$ cat config.mk
export PLATFORM = sky130hd
export DESIGN_NAME = alu_issue_stage
export DESIGN_NICKNAME = d
export VERILOG_FILES = /design/src/rtl/alu_issue_stage.sv
export SDC_FILE = /design/constraint.sdc
export NUM_CORES = 1
export LEC_CHECK = 0
export CAP_MARGIN = 0
export CORE_AREA = 10 10 144 80
export CTS_CLUSTER_DIAMETER = 150
export DETAILED_ROUTE_END_ITERATION = 10
export DIE_AREA = 0 0 154 90
export PLACE_DENSITY = 0.8
export SLEW_MARGIN = 20
export SYNTH_ARGS = -nofsm -noshare
export SYNTH_HDL_FRONTEND = slang
export SYNTH_SLANG_ARGS = --single-unit
export TNS_END_PERCENT = 10
$ cat constraint.sdc
create_clock -name clk -period 3.2 [get_ports clk]
set_input_delay 0.8 -clock clk [delete_from_list [all_inputs] [get_ports clk]]
set_output_delay 0.8 -clock clk [all_outputs]
set_load 0.05 [all_outputs]
$ cat src/rtl/alu_issue_stage.sv
// ID/EX issue stage feeding the ALU: decodes the ALU select, picks operand B
// and holds one registered op behind a valid/ready handshake.
module alu_issue_stage #(
  parameter int DATA_W = 32,
  parameter int REG_AW = 5,
  parameter int CNT_W  = 16
) (
  input  logic              clk,
  input  logic              rst,
  input  logic              flush,
  input  logic              in_valid,
  output logic              in_ready,
  input  logic [DATA_W-1:0] rs_data,
  input  logic [DATA_W-1:0] rt_data,
  input  logic [15:0]       imm16,
  input  logic [1:0]        alu_op,
  input  logic [5:0]        funct,
  input  logic              alu_src,
  input  logic [REG_AW-1:0] rd_addr,
  output logic              out_valid,
  input  logic              out_ready,
  output logic [DATA_W-1:0] op_a,
  output logic [DATA_W-1:0] op_b,
  output logic [2:0]        alu_sel,
  output logic [REG_AW-1:0] out_rd,
  output logic              illegal_op,
  output logic [CNT_W-1:0]  issue_count
);

  logic              valid_q;
  logic [DATA_W-1:0] op_a_q;
  logic [DATA_W-1:0] op_b_q;
  logic [2:0]        sel_q;
  logic [REG_AW-1:0] rd_q;
  logic              ill_q;
  logic [CNT_W-1:0]  cnt_q;

  logic [2:0]        sel_d;
  logic              ill_d;
  logic [DATA_W-1:0] imm_ext;
  logic [DATA_W-1:0] op_b_d;
  logic              load;
  logic              accept;

  always_comb begin
    sel_d = 3'b011;
    ill_d = 1'b0;
    unique case (alu_op)
      2'b00: sel_d = 3'b010;
      2'b01: sel_d = 3'b110;
      2'b11: sel_d = 3'b001;
      2'b10: begin
        unique case (funct)
          6'b100000: sel_d = 3'b010;
          6'b100010: sel_d = 3'b110;
          6'b100100: sel_d = 3'b000;
          6'b100101: sel_d = 3'b001;
          6'b100111: sel_d = 3'b100;
          6'b100110: sel_d = 3'b101;
          6'b101010: sel_d = 3'b111;
          default: begin
            sel_d = 3'b011;
            ill_d = 1'b1;
          end
        endcase
      end
      default: sel_d = 3'b011;
    endcase
  end

  // or-imm is the only zero-extended form
  always_comb begin
    if (alu_op == 2'b11) begin
      imm_ext = {{(DATA_W-16){1'b0}}, imm16};
    end else begin
      imm_ext = {{(DATA_W-16){imm16[15]}}, imm16};
    end
  end

  assign op_b_d   = alu_src ? imm_ext : rt_data;
  assign in_ready = !flush && (!valid_q || out_ready);
  assign load     = in_valid && in_ready;
  assign accept   = valid_q && out_ready && !flush;

  always_ff @(posedge clk) begin
    if (rst) begin
      valid_q <= 1'b0;
      op_a_q  <= '0;
      op_b_q  <= '0;
      sel_q   <= 3'b011;
      rd_q    <= '0;
      ill_q   <= 1'b0;
      cnt_q   <= '0;
    end else begin
      if (flush) begin
        valid_q <= 1'b0;
      end else if (load) begin
        valid_q <= 1'b1;
        op_a_q  <= rs_data;
        op_b_q  <= op_b_d;
        sel_q   <= sel_d;
        rd_q    <= rd_addr;
        ill_q   <= ill_d;
      end else if (out_ready) begin
        valid_q <= 1'b0;
      end
      if (accept && (cnt_q != {CNT_W{1'b1}})) begin
        cnt_q <= cnt_q + 1'b1;
      end
    end
  end

  assign out_valid   = valid_q;
  assign op_a        = op_a_q;
  assign op_b        = op_b_q;
  assign alu_sel     = sel_q;
  assign out_rd      = rd_q;
  assign illegal_op  = ill_q;
  assign issue_count = cnt_q;

endmodule
==> results.json <==
{
  "cap_violations": 0,
  "grt_pass1_wl_um": 20200,
  "critPathKind": "flip-flop to primary output",
  "critPathLaunchType": "flip-flop",
  "path_delay_family": "buffers and inverters",
  "irDropWorstVdd_v": 0.000299,
  "dieArea_mm2": 0.0139,
  "synth_simple_gate_area_share_pct": 25.1,
  "synthXorXnorAreaFrac_pct": 0.231,
  "num_io_pins": 190,
  "post-cts-setup-buffers": 0,
  "synth_edf_count": 0,
  "ys.flop_type": "dfxtp_1",
  "crit_path_max_incr_delay_ns": 0.91,
  "p_leak_uw": 0.00219,
  "final.setup.worst_slack_ns": 0.664,
  "syn_area_mm2": 0.00379,
  "synth_top_family_by_area": "simple AND/OR/NAND/NOR gates",
  "vias": 3847,
  "ant_nets": 0,
  "cts.sinks": 90,
  "cp_num_buf_inv": 1,
  "final_nets": 724,
  "synth_cell_type_count": 48,
  "fmax_mhz": 394,
  "period_share_pct": 79.2,
  "overflow": 0,
  "seq_area_frac_synth_pct": 47.5,
  "grt_pass1_vias": 3840,
  "initial_core_util_pct": 41.6,
  "crit_path_cell_trace": "clkdlybuf4s50_1",
  "wl_per_cell_um": 17.2,
  "fin_crit_ns": 2.54,
  "cp_slowest_cell": "clkdlybuf4s50_1",
  "r2r_slack_ns": 0.98,
  "row_count": 25,
  "synth_fa_ha_area_share_pct": 0.330,
  "syn_avg_cell_area_um2": 8.48,
  "first_pass_iters": 4,
  "final_area_mm2": 0.00607,
  "drcViolationCount": 0,
  "clock_latency_ns": 0.33,
  "fp.dieW_um": 154,
  "skew_ns": 0.00815,
  "core-area_mm2": 0.00910,
  "arrival_ns": 1.74,
  "fill_cells": 728,
  "place_worst_setup_slack_ns": 0.437,
  "cts_buffer_depth": 2,
  "synthMuxAreaShare_pct": 4.92,
  "postCtsResizedCells": 0,
  "ys_warn_count": 0,
  "status": "finished, final reports clean",
  "drt_wl_total_um": 12900,
  "antenna_cells": 0,
  "postCtsHoldBufs": 0,
  "syn_inst": 447,
  "syn-num-nets": 547,
  "cts_htree_levels": 3,
  "maxSlewHeadroom_pct": 53.6,
  "die_height_um": 90,
  "synth_compound_area_share_pct": 17.8,
  "synthArstFlopShare_pct": 0,
  "grt_max_degree": 58,
  "via_per_inst": 5.14,
  "critPathCaptureType": "primary output",
  "cellPowerDensity_mw_per_mm2": 464,
  "fin_tns_setup_ns": 0,
  "grt_setup_unrepaired": "no",
  "area_delta_synth_final_pct": 60.2,
  "drive_gt1_share_pct": 5.41,
  "placed_area_mm2": 0.00578,
  "numCtsBuffers": 9,
  "synth-seq-cells": 90,
  "tightest_slew_ns": 0.691,
  "place_congestion": 0.871,
  "hold_viol_final": 0,
  "postLayoutCoreUtil_pct": 66.7,
  "timing.hold.ws_ns": 0.455,
  "grt_usage_pct": 17.5,
  "slew_viol_final": 0,
  "drt_iter0_drc": 297,
  "setup_viol": 0,
  "clockRootBuffer": "clkbuf_16",
  "cts_tree": "done",
  "antenna_found_initial": 0,
  "worst-path-max-fanout": 10,
  "dpl.hpwl_um": 10100,
  "cp.required_ns": 2.40,
  "cts.clk_slew.worst_paths_ns": 0.06,
  "hold_class": "flip-flop to flip-flop",
  "io_buffers": 189
}
-- layout make-up --
| class | instances | area [um2] | area share (%) |
|---|---|---|---|
| timing repair buffer | 199 | 1970 | 32.5 |
| multi-input combinational | 318 | 1840 | 30.2 |
| sequential | 90 | 1800 | 29.7 |
| clock buffer | 9 | 225 | 3.71 |
| tap | 121 | 151 | 2.49 |
| clock inverter | 6 | 66.3 | 1.09 |
| inverter | 6 | 22.5 | 0.371 |
-- power by group --
| group | internal, uW | switching (uW) |
|---|---|---|
| clock | 602 | 427 |
| sequential | 1170 | 27.4 |
| combinational | 252 | 339 |
| total | 2030 | 793 |
-- cells in the final DEF (no fill, tap or decap), drive strengths merged, types with 2 or more instances in the layout --
cell type and n:
a211oi 32, a21oi 48, a311oi 3, a31oi 3, a41oi 2, and3 3
buf 12, clkbuf 9, clkdlybuf4s50 187, clkinvlp 3, dfxtp 90, inv 7
mux2 2, mux2i 16, nand2 82, nand2b 17, nand3 8, nand4 11
nor2 41, nor2b 5, nor3 4, nor3b 3, nor4 5, o21ai 3
o21bai 3, o31ai 3, or3 4, or4 5
-- metal layers --
layer | global-route usage, % | part of all wire (%)
met3 | 10.4 | 13
met2 | 27.1 | 44
met5 | 0 | 0
met1 | 20.4 | 42
met4 | 3.83 | 0.64
-- cells by family (layout without fill, tap and decap cells) --
family	count (synthesis)	count (layout)
muxes	18	18
buffers and inverters	39	220
DFF	90	90
AOI/OAI and AO/OA	105	105
adders and majority gates	1	1
and+or+nand+nor	193	193
xor gates and xnor gates	1	1
-- flip-flops by register name, indices dropped and copies added, names as in the netlist --
register     count
out_valid        1
illegal_op       1
alu_sel          3
out_rd           5
op_a            32
issue_count     16
op_b            32
-- final timing paths --
path,startpoint,to,depth (start not counted)
worst min-delay path,op_a[0],op_a[0],2
worst max register to register,issue_count[1],issue_count[1],5
worst min register to register,op_a[0],op_a[0],2
worst max-delay path,issue_count[11],issue_count[11],1
-- worst register-to-register path, cell delays in order, from the launching register on --
cell and delay, ns:
dfxtp_1 0.48, ha_1 0.41, nand3_1 0.23, nor4_4 0.68
nor3b_1 0.13, o21ba_1 0.20
-- stage by stage --
| stage | std cells | power (uW) |
|---|---|---|
| final | 749 | 2820 |
| after global routing | 749 | 2950 |
| after CTS | 749 | 2860 |
| after detailed placement | 734 | 1820 |
| after global placement | 734 | 1810 |
| after floorplan | 447 | 1540 |
-- synthesized netlist by cell type, types with 2 or more instances --
cell type / instances / share of area (%)
or4_1: 4 / 0.79
dfxtp_1: 90 / 48
nor2b_1: 5 / 0.83
a31oi_1: 3 / 0.50
nor3b_1: 3 / 0.59
a211oi_1: 32 / 6.3
nor3_1: 4 / 0.53
nand3_1: 8 / 1.1
o21ai_1: 2 / 0.26
and3_1: 3 / 0.50
nand4_1: 10 / 1.7
a21oi_1: 48 / 6.3
nor2_1: 41 / 4.1
a311oi_1: 3 / 0.69
nor4_2: 2 / 0.66
buf_2: 7 / 0.92
nand2_1: 82 / 8.1
mux2i_1: 16 / 4.2
a41oi_1: 2 / 0.46
o31ai_1: 3 / 0.59
inv_1: 6 / 0.59
clkbuf_1: 25 / 2.5
nor4_1: 2 / 0.33
or3_1: 4 / 0.66
o21bai_1: 3 / 0.59
nand2b_1: 17 / 2.8
Note: power is estimated with default switching activity, not from simulation.
